$ cat src/rtl/amo_pkg.sv
// Op codes, FSM state type and read-modify-write compute function for amo_sequencer.
// Optional macro AMO_MINMAX_EN adds signed MIN (101) and MAX (110).
package amo_pkg;

    localparam logic [2:0] OP_ADD  = 3'b000;
    localparam logic [2:0] OP_SWAP = 3'b001;
    localparam logic [2:0] OP_AND  = 3'b010;
    localparam logic [2:0] OP_OR   = 3'b011;
    localparam logic [2:0] OP_XOR  = 3'b100;
    localparam logic [2:0] OP_MIN  = 3'b101;
    localparam logic [2:0] OP_MAX  = 3'b110;

    typedef enum logic [2:0] {
        ST_IDLE   = 3'd0,
        ST_READ   = 3'd1,
        ST_MODIFY = 3'd2,
        ST_WRITE  = 3'd3,
        ST_RESP   = 3'd4
    } state_e;

    function automatic logic op_supported(input logic [2:0] op);
        case (op)
            OP_ADD, OP_SWAP, OP_AND, OP_OR, OP_XOR: op_supported = 1'b1;
`ifdef AMO_MINMAX_EN
            OP_MIN, OP_MAX: op_supported = 1'b1;
`endif
            default: op_supported = 1'b0;
        endcase
    endfunction

    function automatic logic [31:0] amo_compute(input logic [31:0] old_val,
                                                input logic [31:0] rs2,
                                                input logic [2:0]  op);
        case (op)
            OP_ADD:  amo_compute = old_val + rs2;
            OP_SWAP: amo_compute = rs2;
            OP_AND:  amo_compute = old_val & rs2;
            OP_OR:   amo_compute = old_val | rs2;
            OP_XOR:  amo_compute = old_val ^ rs2;
`ifdef AMO_MINMAX_EN
            OP_MIN:  amo_compute = ($signed(old_val) < $signed(rs2)) ? old_val : rs2;
            OP_MAX:  amo_compute = ($signed(old_val) < $signed(rs2)) ? rs2 : old_val;
`endif
            default: amo_compute = old_val;
        endcase
    endfunction

endpackage

$ cat src/rtl/amo_rr_arbiter.sv
// Round-robin arbiter starting after last_grant_i; when locked only the owner may win.
module amo_rr_arbiter #(
    parameter int NUM_REQ = 4,
    parameter int IDX_W   = $clog2(NUM_REQ)
) (
    input  logic [NUM_REQ-1:0] req_i,
    input  logic [IDX_W-1:0]   last_grant_i,
    input  logic               lock_en_i,
    input  logic [IDX_W-1:0]   lock_owner_i,
    output logic [NUM_REQ-1:0] grant_o,
    output logic [IDX_W-1:0]   idx_o
);

    // Pick the first requester after last_grant_i, wrapping at NUM_REQ.
    always_comb begin
        int   cand;
        logic found;
        logic hit;
        grant_o = {NUM_REQ{1'b0}};
        idx_o   = {IDX_W{1'b0}};
        found   = 1'b0;
        hit     = 1'b0;
        cand    = 0;
        if (lock_en_i) begin
            grant_o[lock_owner_i] = req_i[lock_owner_i];
            idx_o                 = lock_owner_i;
        end else begin
            for (int k = 1; k <= NUM_REQ; k++) begin
                cand  = (int'(last_grant_i) + k) % NUM_REQ;
                hit   = !found && req_i[IDX_W'(cand)];
                grant_o[IDX_W'(cand)] = grant_o[IDX_W'(cand)] | hit;
                idx_o = hit ? IDX_W'(cand) : idx_o;
                found = found | hit;
            end
        end
    end

endmodule

$ cat src/rtl/amo_sequencer.sv
// Round-robin AMO sequencer: indivisible read-modify-write on one memory port with aq/rl locking.
// Build macro AMO_MINMAX_EN enables signed MIN/MAX ops.
module amo_sequencer
    import amo_pkg::*;
#(
    parameter int NUM_REQ = 4,
    parameter int ADDR_W  = 8,
    parameter int DEPTH   = 256
) (
    input  logic                      clk,
    input  logic                      rst_n,
    input  logic [NUM_REQ-1:0]        req_valid,
    output logic [NUM_REQ-1:0]        req_ready,
    input  logic [NUM_REQ*ADDR_W-1:0] req_addr,
    input  logic [NUM_REQ*32-1:0]     req_data,
    input  logic [NUM_REQ*3-1:0]      req_op,
    input  logic [NUM_REQ-1:0]        req_aq,
    input  logic [NUM_REQ-1:0]        req_rl,
    output logic [NUM_REQ-1:0]        resp_valid,
    output logic [31:0]               resp_data,
    output logic                      resp_err,
    output logic                      mem_en,
    output logic                      mem_we,
    output logic [ADDR_W-1:0]         mem_addr,
    output logic [31:0]               mem_wdata,
    input  logic [31:0]               mem_rdata
);

    localparam int IDX_W = $clog2(NUM_REQ);

    state_e              state_q, state_d;
    logic [IDX_W-1:0]    idx_q, idx_d;
    logic [IDX_W-1:0]    last_grant_q, last_grant_d;
    logic [IDX_W-1:0]    lock_owner_q, lock_owner_d;
    logic                lock_q, lock_d;
    logic [ADDR_W-1:0]   addr_q, addr_d;
    logic [31:0]         data_q, data_d;
    logic [31:0]         old_q, old_d;
    logic [31:0]         new_q, new_d;
    logic [31:0]         resp_data_q, resp_data_d;
    logic [2:0]          op_q, op_d;
    logic                aq_q, aq_d, rl_q, rl_d, resp_err_q, resp_err_d;

    logic [NUM_REQ-1:0]  grant_s;
    logic [IDX_W-1:0]    gidx_s;
    logic                idle_s, accept_s, bad_s;
    logic [ADDR_W-1:0]   sel_addr_s;
    logic [2:0]          sel_op_s;

    amo_rr_arbiter #(.NUM_REQ(NUM_REQ), .IDX_W(IDX_W)) u_arb (
        .req_i        (req_valid),
        .last_grant_i (last_grant_q),
        .lock_en_i    (lock_q),
        .lock_owner_i (lock_owner_q),
        .grant_o      (grant_s),
        .idx_o        (gidx_s)
    );

    // Grants are offered only while idle and out of reset.
    assign idle_s     = (state_q == ST_IDLE) && rst_n;
    assign req_ready  = idle_s ? grant_s : {NUM_REQ{1'b0}};
    assign accept_s   = |(req_ready & req_valid);
    assign sel_addr_s = req_addr[gidx_s*ADDR_W +: ADDR_W];
    assign sel_op_s   = req_op[gidx_s*3 +: 3];
    assign bad_s      = (32'(sel_addr_s) >= 32'(DEPTH)) || !op_supported(sel_op_s);

    // Sequencer next-state, operand capture and lock bookkeeping.
    always_comb begin
        state_d      = state_q;
        idx_d        = idx_q;
        last_grant_d = last_grant_q;
        lock_owner_d = lock_owner_q;
        lock_d       = lock_q;
        addr_d       = addr_q;
        data_d       = data_q;
        old_d        = old_q;
        new_d        = new_q;
        resp_data_d  = resp_data_q;
        op_d         = op_q;
        aq_d         = aq_q;
        rl_d         = rl_q;
        resp_err_d   = resp_err_q;
        case (state_q)
            ST_IDLE: begin
                if (accept_s) begin
                    idx_d        = gidx_s;
                    last_grant_d = gidx_s;
                    addr_d       = sel_addr_s;
                    data_d       = req_data[gidx_s*32 +: 32];
                    op_d         = sel_op_s;
                    aq_d         = req_aq[gidx_s];
                    rl_d         = req_rl[gidx_s];
                    if (bad_s) begin
                        state_d     = ST_RESP;
                        resp_data_d = 32'h0;
                        resp_err_d  = 1'b1;
                    end else begin
                        state_d = ST_READ;
                    end
                end else begin
                    state_d = ST_IDLE;
                end
            end
            ST_READ:   state_d = ST_MODIFY;
            ST_MODIFY: begin
                old_d   = mem_rdata;
                new_d   = amo_compute(mem_rdata, data_q, op_q);
                state_d = ST_WRITE;
            end
            ST_WRITE: begin
                state_d     = ST_RESP;
                resp_data_d = old_q;
                resp_err_d  = 1'b0;
                // aq together with rl leaves the lock as it was.
                if (aq_q && !rl_q) begin
                    lock_d       = 1'b1;
                    lock_owner_d = idx_q;
                end else if (rl_q && !aq_q && lock_q && (lock_owner_q == idx_q)) begin
                    lock_d = 1'b0;
                end else begin
                    lock_d = lock_q;
                end
            end
            ST_RESP:   state_d = ST_IDLE;
            default:   state_d = ST_IDLE;
        endcase
    end

    // State and datapath registers; reset aborts any operation in flight.
    always_ff @(posedge clk or negedge rst_n) begin
        if (!rst_n) begin
            state_q      <= ST_IDLE;
            idx_q        <= {IDX_W{1'b0}};
            last_grant_q <= IDX_W'(NUM_REQ - 1);
            lock_owner_q <= {IDX_W{1'b0}};
            lock_q       <= 1'b0;
            addr_q       <= {ADDR_W{1'b0}};
            data_q       <= 32'h0;
            old_q        <= 32'h0;
            new_q        <= 32'h0;
            resp_data_q  <= 32'h0;
            op_q         <= 3'b000;
            aq_q         <= 1'b0;
            rl_q         <= 1'b0;
            resp_err_q   <= 1'b0;
        end else begin
            state_q      <= state_d;
            idx_q        <= idx_d;
            last_grant_q <= last_grant_d;
            lock_owner_q <= lock_owner_d;
            lock_q       <= lock_d;
            addr_q       <= addr_d;
            data_q       <= data_d;
            old_q        <= old_d;
            new_q        <= new_d;
            resp_data_q  <= resp_data_d;
            op_q         <= op_d;
            aq_q         <= aq_d;
            rl_q         <= rl_d;
            resp_err_q   <= resp_err_d;
        end
    end

    assign mem_en     = (state_q == ST_READ) || (state_q == ST_WRITE);
    assign mem_we     = (state_q == ST_WRITE);
    assign mem_addr   = mem_en ? addr_q : {ADDR_W{1'b0}};
    assign mem_wdata  = mem_we ? new_q : 32'h0;
    assign resp_valid = (state_q == ST_RESP) ? ({{(NUM_REQ-1){1'b0}}, 1'b1} << idx_q)
                                             : {NUM_REQ{1'b0}};
    assign resp_data  = resp_data_q;
    assign resp_err   = resp_err_q;

endmodule

$ cat config.mk
export PLATFORM = sky130hd
export DESIGN_NAME = amo_sequencer
export DESIGN_NICKNAME = d
export VERILOG_FILES = /design/src/rtl/amo_pkg.sv /design/src/rtl/amo_rr_arbiter.sv /design/src/rtl/amo_sequencer.sv
export SDC_FILE = /design/constraint.sdc
export NUM_CORES = 1
export LEC_CHECK = 0
export CAP_MARGIN = 20
export CORE_AREA = 2 2 178 180
export DETAILED_ROUTE_END_ITERATION = 12
export DIE_AREA = 0 0 180 182
export PLACE_DENSITY = 0.74
export SETUP_SLACK_MARGIN = 0.4
export SYNTH_ARGS = -nofsm -noshare
export SYNTH_HDL_FRONTEND = slang
export SYNTH_SLANG_ARGS = --single-unit
$ cat constraint.sdc
create_clock -name clk -period 9 [get_ports clk]
set_input_delay 2.25 -clock clk [delete_from_list [all_inputs] [get_ports clk]]
set_output_delay 2.25 -clock clk [all_outputs]
set_load 0.005 [all_outputs]
Word-level counts from Yosys, hierarchy flattened --
Index checks and enable logic that the tools add are counted.
Word-level totals: register bits 152, bits of input ports 218, output and inout port bits 83, logic and storage cells 158
Operators by class: add/subtract/negate cells 5, multipliers 1, magnitude comparators 11, eq/ne operators 15, shift operators 4, muxes and demuxes 66, bitwise operators 12, reduce and logical (&&, ||, !) cells 30
Operators by type and width (number):
- one-hot mux 32 bit (5 select lines) | 1
- variable part select 128 x 8 -> 32 bit | 1
- two-way mux 32 bit | 3
- one-hot mux 32 bit (2 select lines) | 1
- adder 32 bit | 1
- AND 32 bit | 1
- OR 32 bit | 1
- variable part select 32 x 6 -> 8 bit | 1
- bitwise XOR 32 bit | 1
- two-way mux 1 bit | 29
- binary-select mux 1 bit (select 2 bit) | 11
- == test 3 x 2 -> 1 bit, second input constant | 6
- less-than comparator 2 x 4 -> 1 bit, second input constant | 4
- logical AND 1 bit | 13
- AND 4 bit | 3
- bitwise mux 4 bit | 3
- two-way mux 4 bit | 3
- one-hot mux 3 bit (4 select lines) | 1
- variable part select 12 x 5 -> 3 bit | 1
- demux 1 bit (select 2 bit) | 5
- greater-or-equal comparator 2 x 1 -> 1 bit, second input constant | 5
- two-way mux 2 bit | 5
- == test 3 x 1 -> 1 bit, second input constant | 3
- == test 3 bit, second input constant | 3
- 19 further kinds | 38

Depth between registers and ports, before layout --
Gate-level depths: netlist of run 1.
word-level depth 27, gate-level depth with buffers 17, mapped depth without buffers 12

Cells and area by module --
A second synthesis of run 1 with hierarchy kept.
Second synthesis, totals: cells, all modules 1366, area, all modules 12011.5 um^2
Modules (own cells, without submodules):
- amo_sequencer | times used 1, cells each 1225, area an instance 11056.9 um^2, sequential area each 3806.2 um^2
- amo_rr_arbiter | times used 1, cells each 141, area an instance 954.7 um^2, sequential area each 0.0 um^2

Least setup slack after synthesis of run 1 --
Ideal clock, no wire load.
path kind in2out, from input req_valid[2], to output req_ready[2], data arrival time 4.800 ns, required time 6.750 ns, path slack 1.950 ns, cell stages on the path 11, buffers on the path 1, path through clkbuf_1 mux4_1 and3_1 a211o_1 o21ai_1 a221oi_1 a211oi_1 a21oi_1 a21boi_0 o22ai_1 and2_1
On the way: word-level cells in the longest chain between the ends 22, elaborated cells between the ends (all ways) 42, those cells by class mux (28); bitwise (8); reduce/logical (6)
Ends and longest elaborated chain:
- start: declaration | RTL line amo_sequencer.sv:12 | input logic [NUM_REQ-1:0] req_valid,
- binary-select mux 1 bit (select 2 bit) | RTL line amo_rr_arbiter.sv:30 | hit = !found && req_i[IDX_W'(cand)];
- two-way mux 1 bit (not written as such) (2 in series) | RTL line amo_rr_arbiter.sv:30
- OR 1 bit | RTL line amo_rr_arbiter.sv:31 | grant_o[IDX_W'(cand)] = grant_o[IDX_W'(cand)] | hit;
- AND 4 bit (no line)
- binary-select mux 1 bit (select 2 bit) | RTL line amo_rr_arbiter.sv:31
- two-way mux 1 bit (not written as such) (2 in series) | RTL line amo_rr_arbiter.sv:31
- OR 1 bit | RTL line amo_rr_arbiter.sv:31
- bitwise mux 4 bit | RTL line amo_rr_arbiter.sv:31
- [... 3 more ...]
- OR 1 bit | RTL line amo_rr_arbiter.sv:31
- bitwise mux 4 bit | RTL line amo_rr_arbiter.sv:31
- binary-select mux 1 bit (select 2 bit) | RTL line amo_rr_arbiter.sv:31
- two-way mux 1 bit (not written as such) (2 in series) | RTL line amo_rr_arbiter.sv:31
- OR 1 bit | RTL line amo_rr_arbiter.sv:31
- bitwise mux 4 bit | RTL line amo_rr_arbiter.sv:31
- two-way mux 4 bit (*) | RTL line amo_rr_arbiter.sv:24 | if (lock_en_i) begin
- two-way mux 4 bit (*) | RTL line amo_sequencer.sv:61 | assign req_ready = idle_s ? grant_s : {NUM_REQ{1'b0}};
- end: declaration | RTL line amo_sequencer.sv:13 | output logic [NUM_REQ-1:0] req_ready,
Mark *: on every way between the ends. The rest lies on a longest branch, timed or not. The select of a mux whose other input is x is not followed.

Worst setup path after layout of run 1 --
Ends and elaborated chain as after synthesis.

==> run metrics, run 1 <==
crit path DAT=6.10 ns; first-pass GRT wire length=63600 µm; Slew Viols, Final=0; Worst Setup EP=req_ready[2]; final std cells w/o fill=2243; layout cells sized above 1=0.0538; Post-synth EDFFs=0; dpl cells=2210; pin count of the biggest net entering global routing=98; R2R depth=12; fmax=0.120 GHz; total wire length=41600 µm; fin nets=2115; Worst Setup Start Kind=input pin; CP Data Required Time=6.75 ns; initial antenna violation count=1; Worst R2R Setup Slack=3.40 ns; RD Place Congestion=0.915; GR Overflow Total=0; Yosys top cell by area=dfrtp_1; CTS tree=yes; r2r startpoint=last_grant_q[0]$_DFFE_PN1P_; synthesis-stage register bit count=152; CP Launch Point=req_valid[2]; Root Driver=clkbuf_16; Post-route DRC=0; Post-synth ARST share=1.00; DRT Pass-1 Iters=5; Initial Util=0.391; Filler cells=2974; mean post-synth cell area=7.58 µm²; Port Buffers=300; HPWL after DPL=30800 µm; most numerous cell in the Yosys netlist=nand2_1; period utilisation layout=0.928; most frequent cells after synthesis=nand2_1 (272), o21ai_0 (174), nor2_1 (173); area grow syn2layout=32.1%; worst-margin pin slew=1.03 ns; die area=32800 µm²; Final min period=8.35 ns; clk_skew=0.0144 ns; Die H=182 µm; HP Class=reg2reg; Total GRT Usage=0.245; warnings from Yosys=0; total core area=31000 µm²; Top-Level Pins=301; Synth Instances=1598; pwr/cell area=381 nW/µm²; CTS Hold Bufs=0; TritonCTS Sinks=152; total number of vias=12500; row count=65; final setup vio count=0; leakage power=7.29 nW; top cells by area, synth=dfrtp_1 (31%), nand2_1 (8.4%), o21ai_0 (7.2%); Syn Std Cell Area=12100 µm²; IR drop worst, VDD=0.386 mV; crit path capture type=primary output; 1st-iter DRT viols=1110; Die X=180 µm; Final TNS setup=0 ns; status=finished clean; cts bufs inserted=17; top-area cell type share of the netlist area=0.310; Clk pin slew, worst setup/hold paths=0.08 ns; Routed Antenna Nets=0; Slew HR=0.298; unrepaired setup endpoints after global routing=no; number of global-route vias before repair=11500; r2r endpoint=addr_q[3]$_DFFE_PN0P_; Via density=5.56; syn_nets=1886; Critical Path Fanout Max=11; Max-cap violations=0; Skew-Pair Late Insertion Delay=0.44 ns; Main synth FF type=dfrtp_1; clock buffer depth=2; post-synth cell types=71; Hold Fails Final Rpt=0; post-DR wirelength/cell=18.6 µm; WHS Path Cells=1; number of H-tree levels=4; sequential area share after synthesis=0.314; WS Path Type=in2out
==> per-layer routing <==
| metal | vias up | share of wire | GRT usage |
|---|---|---|---|
| li1 | 6020 | - | - |
| met1 | 5838 | 0.47 | 0.361 |
| met2 | 560 | 0.43 | 0.372 |
| met3 | 52 | 0.077 | 0.0363 |
| met4 | 0 | 0.021 | 0.0709 |
| met5 | - | 0 | 0 |
==> stage by stage <==
step / area, µm² / total power (W) / setup slack, ns / hold slack (ns) / util
5_1_grt: 16000 / 0.00660 / 0.520 / 0.505 / 0.516
3_3_place_gp: 15400 / 0.00522 / 0.549 / 0.457 / 0.496
3_5_place_dp: 15400 / 0.00530 / 0.533 / 0.464 / 0.496
6_report: 16000 / 0.00610 / 0.647 / 0.478 / 0.516
2_1_floorplan: 12100 / 0.00400 / 1.95 / 0.431 / -
4_1_cts: 16000 / 0.00605 / 0.513 / 0.482 / 0.516
==> how the worst min path moves through the flow <==
| stage | endpoint | startpoint | slack, ns |
|---|---|---|---|
| CTS | new_q[16]$_DFFE_PN0N_ | new_q[16]$_DFFE_PN0N_ | 0.48 |
| detailed placement | new_q[16]$_DFFE_PN0N_ | new_q[16]$_DFFE_PN0N_ | 0.46 |
| global route | new_q[16]$_DFFE_PN0N_ | new_q[16]$_DFFE_PN0N_ | 0.50 |
| global placement | new_q[22]$_DFFE_PN0N_ | new_q[22]$_DFFE_PN0N_ | 0.46 |
| finish | new_q[16]$_DFFE_PN0N_ | new_q[16]$_DFFE_PN0N_ | 0.48 |
| floorplan | new_q[8]$_DFFE_PN0N_ | new_q[8]$_DFFE_PN0N_ | 0.43 |
==> final cells by class <==
class                   instances  area, µm²  area share
flip-flops and latches        152       3810       0.238
inverters                      86        323      0.0202
well taps                     402        503      0.0314
diodes                          1       2.50    0.000156
clock buffers                  17        425      0.0266
clock inverters                15        183      0.0114
repair buffers                321       3160       0.198
multi-input cells            1249       7590       0.475
==> power by group <==
part	internal (W)	switching [W]	leakage (nW)
combinational	0.00160	0.00250	5.19
clock	0.000375	0.000355	0.284
sequential	0.00102	0.000255	1.81
total	0.00299	0.00311	7.29
==> critical path, stage by stage <==
cell	delay, ns
clkdlybuf4s50_1	0.60
mux4_1	0.68
and3_1	0.25
a211o_1	0.37
o2bb2ai_1	0.34
a221oi_1	0.17
a211oi_2	0.34
a21oi_1	0.13
a21boi_0	0.25
o22ai_1	0.11
and2_1	0.18
clkdlybuf4s50_1	0.43
==> flip-flops by register name, indices dropped and copies added, names as in the netlist <==
register,flops
addr_q,8
aq_q,1
data_q,32
idx_q,2
last_grant_q,2
lock_owner_q,2
lock_q,1
new_q,32
old_q,32
op_q,3
resp_data,32
resp_err,1
rl_q,1
state_q,3
==> placed cells by master (no fill, tap or decap), types with 8 or more instances in the layout <==
cell type and n:
mux2i_1 45, o21ai_0 174, mux2_2 11, nor2_1 173
a22oi_1 13, and3_1 39, mux2_4 13, a21o_1 26
clkdlybuf4s50_1 299, o22ai_1 8, a221oi_1 9, a21oi_1 93
a211oi_1 23, clkbuf_16 17, buf_4 20, nor3_1 11
xor2_1 10, ha_1 69, dfrtp_1 149, a21boi_0 33
o21a_1 13, a31oi_1 21, nand3_1 44, xnor2_1 18
o211ai_1 11, and2_1 20, nand2_1 272, inv_1 83
nand2b_1 10
==> logic make-up after synthesis <==
family | synth area share
AO/OA/AOI/OAI | 0.243
flip-flops | 0.314
multiplexers | 0.0694
buffers and inverters | 0.0639
AND/OR/NAND/NOR | 0.216
XOR/XNOR | 0.0202
adder cells (fa/ha/maj) | 0.0729
==> timing repair <==
item | CTS | global route
gates resized for setup | 0 | 3
endpoints found under the setup margin | 0 | 1
buffers inserted | 0 | 0
No activity file was read; power rests on OpenSTA's default activity.
==> inputs of run 2 (changes only) <==
--- a/config.mk
+++ b/config.mk
@@ -6,10 +6,10 @@
 export NUM_CORES = 1
 export LEC_CHECK = 0
 export CAP_MARGIN = 20
-export CORE_AREA = 2 2 178 180
+export CORE_AREA = 2 2 228 230
 export DETAILED_ROUTE_END_ITERATION = 12
-export DIE_AREA = 0 0 180 182
-export PLACE_DENSITY = 0.74
+export DIE_AREA = 0 0 230 232
+export PLACE_DENSITY = 0.53
 export SETUP_SLACK_MARGIN = 0.4
 export SYNTH_ARGS = -nofsm -noshare
 export SYNTH_HDL_FRONTEND = slang
==> run 2 against run 1 <==
Clock power is 2% lower. Combinational power rose by 3%. Global-route usage is 7.6 points lower. Wire length up 11%. Clock skew up 0.00072 ns. Sequential share of layout area is 0.51 points lower. Non-clock buffer count grew 4. Count of clock-buffer cells in the layout grew 2.
==> run metrics, run 2 (synthesis results as in run 1) <==
most used cell, CP=clkdlybuf4s50_1; CTS tree=yes; Root Driver=clkbuf_16; initial antenna violation count=6; Final TNS setup=0 ns; cts bufs inserted=17; Die X=230 µm; worst-margin pin slew=0.964 ns; post-DR wirelength/cell=18.4 µm; period utilisation layout=0.921; total number of vias=12300; CP Launch Point=req_valid[2]; WHS Path Cells=2; total core area=50900 µm²; r2r endpoint=data_q[25]$_DFFE_PN0P_; placement-stage worst setup slack=0.422 ns; unrepaired setup endpoints after global routing=no; status=finished clean; RD Place Congestion=0.833; pwr/cell area=379 nW/µm²; area grow syn2layout=35.0%; stages on the worst setup path=12; fmax=0.121 GHz; Buf/Inv on CP=2; Critical Path Fanout Max=11; number of global-route vias before repair=11500; dpl cells=2491; Skew-Pair Late Insertion Delay=0.45 ns; HP Start=new_q[8]$_DFFE_PN0N_; total internal power=0.00302 W; Clk pin slew, worst setup/hold paths=0.07 ns; Final min period=8.29 ns; number of H-tree levels=4; Post-route DRC=0; pin count of the biggest net entering global routing=93; Port Buffers=300; first-pass GRT wire length=69400 µm; 1st-iter DRT viols=1052; final setup vio count=0; sequential fraction of design power=0.205; R2R depth=13; Via density=4.87; Clk network pwr share=0.116; worst hold slack=0.467 ns; final std cells w/o fill=2527; Hold Fails Final Rpt=0; CP Data Required Time=6.75 ns; layout cells sized above 1=0.0553; total wire length=46400 µm; fin nets=2119; row count=83; CP Cell Sequence=clkdlybuf4s50_1 > mux4_1 > and3_1 > a211o_1 > o21ai_2 > a221oi_1 > a211oi_2 > a21oi_1 > a21boi_0 > o22ai_1 > and2_1 > clkdlybuf4s50_1; Die H=232 µm; CP max stage delay=0.67 ns; switching portion of total power=0.513; crit-path leading delay family=compound AO/OA/AOI/OAI gates; TritonCTS Sinks=152; HPWL after DPL=35200 µm; WHS Endpoint=new_q[8]$_DFFE_PN0N_; Worst Setup Start Kind=input pin; leakage power=7.30 nW; number of post-CTS setup repair buffers=0; GR Overflow Total=0; WS Path Type=in2out; crit path capture type=primary output; final worst setup slack=0.711 ns; Top-Level Pins=301; die area=53400 µm²; crit path DAT=6.04 ns; Worst R2R Setup Slack=3.26 ns; Max-cap violations=0; HP Class=reg2reg; DRT Pass-1 Iters=6; most frequent cells in the layout=clkdlybuf4s50_1 (299), nand2_1 (272), o21ai_0 (174); crit path max-delay cell type=mux4_1; r2r startpoint=last_grant_q[0]$_DFFE_PN1P_; IR drop worst, VDD=0.187 mV; Total GRT Usage=0.169; clk_skew=0.0151 ns; commonest non-fill, non-tap cell in the layout=clkdlybuf4s50_1; clock buffer depth=2; Final Util=0.321; Slew HR=0.355; Initial Util=0.238; Net Sw Power=0.00317 W; Slew Viols, Final=0; Routed Antenna Nets=0; Comb pwr share=0.679
## run 2: changes by cell type in the layout (fill, tap and decap cells not counted), sizes merged
cell	previous run	this run
buf	21	25
bufinv	0	1
clkbuf	17	19
clkdlybuf4s15	0	1
clkdlybuf4s18	1	0
clkinv	9	6
clkinvlp	3	2
diode	1	3
inv	89	90
## run 2: how the worst max path moves through the flow
stage              endpoint
2_1_floorplan  req_ready[2]
3_3_place_gp   req_ready[2]
3_5_place_dp   req_ready[2]
4_1_cts        req_ready[2]
5_1_grt        req_ready[2]
6_report       req_ready[2]
## run 2: worst min-delay path: cells and delay by family (launching register included)
| kind | cells | cell delay [ns] |
|---|---|---|
| flip-flops | 1 | 0.34 |
| AND/OR/NAND/NOR | 2 | 0.10 |
## run 2: cell type report
cell class | instances | area [µm²]
flip-flops and latches | 152 | 3810
diodes | 3 | 7.51
inverters | 86 | 323
repair buffers | 325 | 3200
clock buffers | 19 | 433
multi-input cells | 1249 | 7590
clock inverters | 13 | 138
fillers | 5539 | 34500
well taps | 680 | 851
## run 2: through the flow
stage	power, W	cell area, µm²
2_1_floorplan	0.00400	12100
3_3_place_gp	0.00543	15700
3_5_place_dp	0.00548	15700
4_1_cts	0.00621	16300
5_1_grt	0.00676	16400
6_report	0.00619	16400
## run 2: routing by layer
layer  up-vias  global-route usage  share of wire
met1      5780               0.253           0.50
met4         6              0.0575          0.024
met5         -                   0        0.00063
met2       433               0.244           0.42
met3        59              0.0269          0.058
li1       6024                   -              -
## run 2: power groups by stage
stage / Combinational, W / Sequential, W / Clock, W
after global placement: 0.00415 / 0.00127 / 0
after CTS: 0.00421 / 0.00127 / 0.000737
after floorplan: 0.00282 / 0.00118 / 0
after global routing: 0.00468 / 0.00132 / 0.000766
after detailed placement: 0.00419 / 0.00128 / 0
final: 0.00420 / 0.00127 / 0.000719
## run 2: repair_timing
action / in CTS / in global routing
resized for setup: 0 / 3
endpoints found under the setup margin: 0 / 2
hold buffers: 0 / 0
==> inputs of run 3 (changes only) <==
--- a/config.mk
+++ b/config.mk
@@ -11,6 +11,7 @@
 export DIE_AREA = 0 0 230 232
 export PLACE_DENSITY = 0.53
 export SETUP_SLACK_MARGIN = 0.4
+export SLEW_MARGIN = 20
 export SYNTH_ARGS = -nofsm -noshare
 export SYNTH_HDL_FRONTEND = slang
 export SYNTH_SLANG_ARGS = --single-unit
==> run 3 against run 2 <==
Worst setup slack got worse by 0.098 ns. Largest power group unchanged. Critical path type unchanged. Non-clock buffer count fell by 1. Flip-flop and latch count did not move. Critical path depth did not move. Total power fell by 0.70%. Combinational power barely moved.
==> run metrics, run 3 (synthesis results as in run 1) <==
Slew Viols, Final=0; die area=53400 µm²; total core area=50900 µm²; CP Data Required Time=6.75 ns; HP Class=reg2reg; placement-stage worst setup slack=0.427 ns; Hold Fails Final Rpt=0; Die X=230 µm; HPWL after DPL=35200 µm; total number of vias=12300; crit-path leading delay family=compound AO/OA/AOI/OAI gates; Post-route DRC=0; Top-Level Pins=301; WHS Path Cells=2; Final Util=0.321; Worst Setup Start Kind=input pin; Comb pwr share=0.680; CTS Hold Bufs=0; layout cells sized above 1=0.0548; WHS Endpoint=new_q[8]$_DFFE_PN0N_; R2R depth=13; Net Sw Power=0.00317 W; Final TNS setup=0 ns; GR Overflow Total=0; CP Cell Sequence=clkdlybuf4s50_1 > mux4_1 > and3_1 > a211o_1 > o2bb2ai_1 > a221oi_1 > a211oi_2 > a21oi_1 > a21boi_0 > o22ai_1 > and2_1 > clkdlybuf4s50_1; Buf/Inv on CP=2; clock buffer depth=2; first-pass GRT wire length=69700 µm; RD Place Congestion=0.833; 1st-iter DRT viols=924; Final min period=8.39 ns; IR drop worst, VDD=0.235 mV; Critical Path Fanout Max=11; number of global-route vias before repair=11500; crit path DAT=6.14 ns; CTS tree=yes; Slew HR=0.371; Die H=232 µm; leakage power=7.28 nW; sequential fraction of design power=0.207; cts bufs inserted=17; most used cell, CP=clkdlybuf4s50_1; crit path capture type=primary output; commonest non-fill, non-tap cell in the layout=clkdlybuf4s50_1; Root Driver=clkbuf_16; unrepaired setup endpoints after global routing=no; row count=83; Total GRT Usage=0.169; area grow syn2layout=34.6%; period utilisation layout=0.932; Clk pin slew, worst setup/hold paths=0.08 ns; switching portion of total power=0.515; Max-cap violations=0; placed instance area=15700 µm²; Clk network pwr share=0.113; r2r endpoint=data_q[25]$_DFFE_PN0P_; final instance area=16300 µm²; total internal power=0.00298 W; HP Start=new_q[8]$_DFFE_PN0N_; Port Buffers=300; status=finished clean; crit path max-delay cell type=mux4_1; clk_skew=0.0206 ns; post-DR wirelength/cell=18.3 µm; Initial Util=0.238; r2r startpoint=last_grant_q[0]$_DFFE_PN1P_; final worst setup slack=0.613 ns; most frequent cells in the layout=clkdlybuf4s50_1 (299), nand2_1 (272), o21ai_0 (174); WS Path Type=in2out; total wire length=46300 µm; initial antenna violation count=5; Skew-Pair Late Insertion Delay=0.45 ns; CP max stage delay=0.65 ns; Routed Antenna Nets=0; DRT Pass-1 Iters=7; worst-margin pin slew=0.942 ns; number of H-tree levels=4; Worst R2R Setup Slack=3.17 ns; fin nets=2118; final setup vio count=0; TritonCTS Sinks=152; fmax=0.119 GHz; Via density=4.86; pwr/cell area=377 nW/µm²; pin count of the biggest net entering global routing=93
[run 3: through the flow]
stage | power (W) | cells | hold slack [ns]
finish | 0.00615 | 2525 | 0.464
global route | 0.00673 | 2525 | 0.494
CTS | 0.00618 | 2522 | 0.470
detailed placement | 0.00547 | 2490 | 0.452
global placement | 0.00543 | 2490 | 0.451
floorplan | 0.00400 | 1598 | 0.431
[run 3: routing by layer]
| layer | up-vias | share of wire | track usage |
|---|---|---|---|
| met2 | 383 | 0.43 | 0.252 |
| met3 | 37 | 0.051 | 0.0278 |
| met1 | 5818 | 0.51 | 0.253 |
| met4 | 6 | 0.015 | 0.0387 |
| met5 | - | 0.00063 | 0 |
| li1 | 6017 | - | - |
[run 3: timing repair]
item	4_1_cts	5_1_grt
pin swaps	0	0
buffers inserted	0	0
hold endpoints to repair	0	0
endpoints found under the setup margin	1	1
resized for setup	1	1
[run 3: worst max path at each step]
| stage | from | end | slack (ns) | depth (start not counted) |
|---|---|---|---|---|
| floorplan | req_valid[2] | req_ready[2] | 1.95 | 11 |
| global placement | req_valid[2] | req_ready[2] | 0.39 | 12 |
| detailed placement | req_valid[2] | req_ready[2] | 0.43 | 12 |
| CTS | req_valid[2] | req_ready[2] | 0.49 | 12 |
| global route | req_valid[2] | req_ready[2] | 0.40 | 12 |
| finish | req_valid[2] | req_ready[2] | 0.61 | 12 |
[run 3: worst register-to-register path: stages, from the launching register on]
cell	delay [ns]
dfstp_2	0.94
inv_2	0.29
ha_1	0.68
mux4_1	0.47
and3_1	0.24
a211o_1	0.37
o2bb2ai_1	0.40
a221oi_1	0.20
a211oi_2	0.38
a311o_1	0.26
a41o_1	0.21
and2_4	0.56
buf_4	0.49
mux2i_1	0.26
[run 3: power groups by stage]
stage          logic [W]  registers [W]  clock network [W]
2_1_floorplan    0.00282        0.00118                  0
3_3_place_gp     0.00415        0.00127                  0
3_5_place_dp     0.00419        0.00128                  0
4_1_cts          0.00420        0.00127           0.000707
5_1_grt          0.00467        0.00132           0.000738
6_report         0.00418        0.00127           0.000693
[run 3: cell type report]
type	count	area (µm²)
Inverter	86	323
Tap cell	680	851
Timing Repair Buffer	324	3190
Sequential cell	152	3810
Clock inverter	13	114
Fill cell	5537	34600
Multi-Input combinational cell	1249	7590
Clock buffer	19	433
Antenna cell	2	5.00
==> RTL edit: new RTL, config.mk and constraints of run 1 <==
Make the reset (`rst_n`) synchronous in one clocked block.
--- a/src/rtl/amo_sequencer.sv
+++ b/src/rtl/amo_sequencer.sv
@@ -127,7 +127,7 @@
     end
 
     // State and datapath registers; reset aborts any operation in flight.
-    always_ff @(posedge clk or negedge rst_n) begin
+    always_ff @(posedge clk) begin
         if (!rst_n) begin
             state_q      <= ST_IDLE;
             idx_q        <= {IDX_W{1'b0}};
Function: changed (Yosys sat finds a counterexample within 4 cycles, from zero or initial values and one cycle with rst_n low; the reset may be asserted at any time).
==> RTL edit against run 1 <==
- maximum frequency about the same
- wire length increased by 2.1%
- via count increased by 9.0%
- total power decreased by 23%
- first-iteration DRC count decreased by 1.9%
- final cell count increased by 7.8%
- die area unchanged
- utilization increased by 0.057 points
- sequential cell count unchanged
- setup slack improved by 0.0061 ns
- combinational power decreased by 26%
- clock power decreased by 2%
- largest power group unchanged
- cell area increased by 0.11%
- area after synthesis increased by 1.4%
- highest routed layer unchanged
==> RTL edit: results <==
group,metric,value,unit
status,outcome,"finished clean",
logic_synthesis,syn_avg_cell_area,6.81,um^2
critical_path,worst_ep_arrival_time,6.10,ns
placement,io_buffers,300,
critical_path,worstReg2RegStart,"last_grant_q[0]",
placement,post_dp_cell_area,0.0154,mm^2
cts,numCtsBuffers,17,
drt,ant_nets,0,
cts,h_tree_levels,4,
global_route,antenna_violations_before_repair,1,
timing,maxSlewHeadroom,21.1,%
cts,clock_tree.root_cell,"clkbuf_16",
finish,post_route_cells_drive_above_1_share,4.42,%
critical_path,critical_path.max_fanout,11,
logic_synthesis,asyncSetResetFlopFracSynth,0,%
drt,drt-initial-drc-count,1089,
drt,met2_length,18800,um
global_route,grt_pass1_wl,67000,um
timing,skew,0.0134,ns
global_route,maximum_number_of_pins_on_one_net_before_global_route_repair,89,
cts,post_cts.resized_instances,0,
cts,postCtsSetupBuffers,0,
logic_synthesis,synth_area_leaders,"dfxtp_1 (25%), nand2_1 (13%), a21oi_1 (7.2%), ha_1 (7.0%), o21ai_0 (5.8%)",
cts,clk_path_buf_depth,2,
logic_synthesis,seq_area_frac_synth,24.8,%
placement,dp_hpwl,30700,um
drt,route.layer.met1.wl,19200,um
drt,maxUsedRoutingLayer,"met4",
logic_synthesis,post_synth_num_cell_types,73,
finish,final_cell_count_no_fill,2417,
drt,wl_met3,3340,um
drt,detailedRoute.firstPassIterationCount,5,
global_route,track_usage,25.0,%
cts,clkLatencyLatePin,0.44,ns
logic_synthesis,yosys_warnings,0,
cts,clkSlewWorstSetupHoldPaths,0.07,ns
placement,place.gp.congestion,0.924,
power_and_ir_drop,power.ir.vdd_worst,0.206,mV
worst_hold_path,holdCritStartpoint,"addr_q[1]",
logic_synthesis,ys_top_cells_by_count,"nand2_1 (437), a21oi_1 (176), dfxtp_1 (152), o21ai_0 (143), clkbuf_1 (128)",
drt,dr_total_vias,13600,
logic_synthesis,ys_dominant_reg_cell,"dfxtp_1",
finish,final_nets,2289,
power_and_ir_drop,power.static_leakage,0.00675,uW
critical_path,critPathLaunch,"req_valid[1]",
worst_hold_path,hp-class,"register to register",
logic_synthesis,syn-num-nets,2093,
drt,avgRoutedWirePerCell,17.6,um
global_route,grt_pass1_vias,12600,
RTL edit: cell types whose count changed after synthesis, moves of 17 or more:
cell              run 1  this run
a21boi_0             33         0
nand2_1             272       437
nor2_1              173        87
a2bb2oi_1             2        33
o21ai_0             174       143
dfrtp_1             150         0
clkbuf_1             92       128
nand3_1              44        61
and2_1               21        40
mux2i_1              45        63
nand4_1               6        36
dfxtp_1               0       152
a21oi_1              93       176
RTL edit: where the power goes:
part	total (uW)	leakage (uW)	switching, uW	internal [uW]
clock	720	0.000276	331	389
combinational	3040	0.00523	1870	1160
sequential	957	0.00124	142	814
RTL edit: path summary, 6_finish.rpt:
path / end / slack, ns / cells after the start
setup / recovery: req_ready[3] / 0.65 / 12
hold / removal: addr_q[1] / 0.45 / 2
setup reg to reg: data_q[29] / 3.08 / 14
hold reg to reg: addr_q[1] / 0.45 / 2
RTL edit: worst max-delay path, stage by stage:
cell and delay, ns:
clkdlybuf4s50_1 0.69, inv_1 0.14, or4_1 0.51, a31oi_1 0.32, a221oi_4 0.07, a2111oi_1 0.73, a311oi_4 0.14, a21oi_1 0.30
nor2_1 0.11, o22a_1 0.22, nor2_1 0.11, clkdlybuf4s50_1 0.52
RTL edit: layout make-up:
class / instances / area (um^2)
Fill cell: 2987 / 15000
Multi-Input combinational cell: 1415 / 8330
Timing Repair Buffer: 326 / 3230
Sequential cell: 152 / 3050
Tap cell: 402 / 503
Clock buffer: 18 / 429
Inverter: 89 / 334
Clock inverter: 14 / 144
Antenna cell: 1 / 2.50
RTL edit: cell families after synthesis:
| logic type | share of synthesized area (%) |
|---|---|
| buffers and inverters | 7.84 |
| xor gates and xnor gates | 1.57 |
| adders and majority gates | 7.19 |
| muxes | 6.33 |
| and+or+nand+nor | 26.9 |
| DFF | 24.8 |
| AOI/OAI and AO/OA | 25.4 |
RTL edit: routing by layer:
layer,GRT usage (%),vias to the layer above
met4,8.49,0
met1,34.1,6317
li1,-,6648
met5,0,-
met3,4.57,60
met2,39.7,562
RTL edit: metrics by stage:
| step | hold slack, ns | utilization [%] | worst slack [ns] |
|---|---|---|---|
| after floorplan | 0.427 | - | 2.08 |
| after global placement | 0.438 | 49.6 | 0.617 |
| after detailed placement | 0.442 | 49.6 | 0.625 |
| after CTS | 0.450 | 51.5 | 0.624 |
| after global routing | 0.472 | 51.7 | 0.414 |
| final | 0.453 | 51.7 | 0.653 |
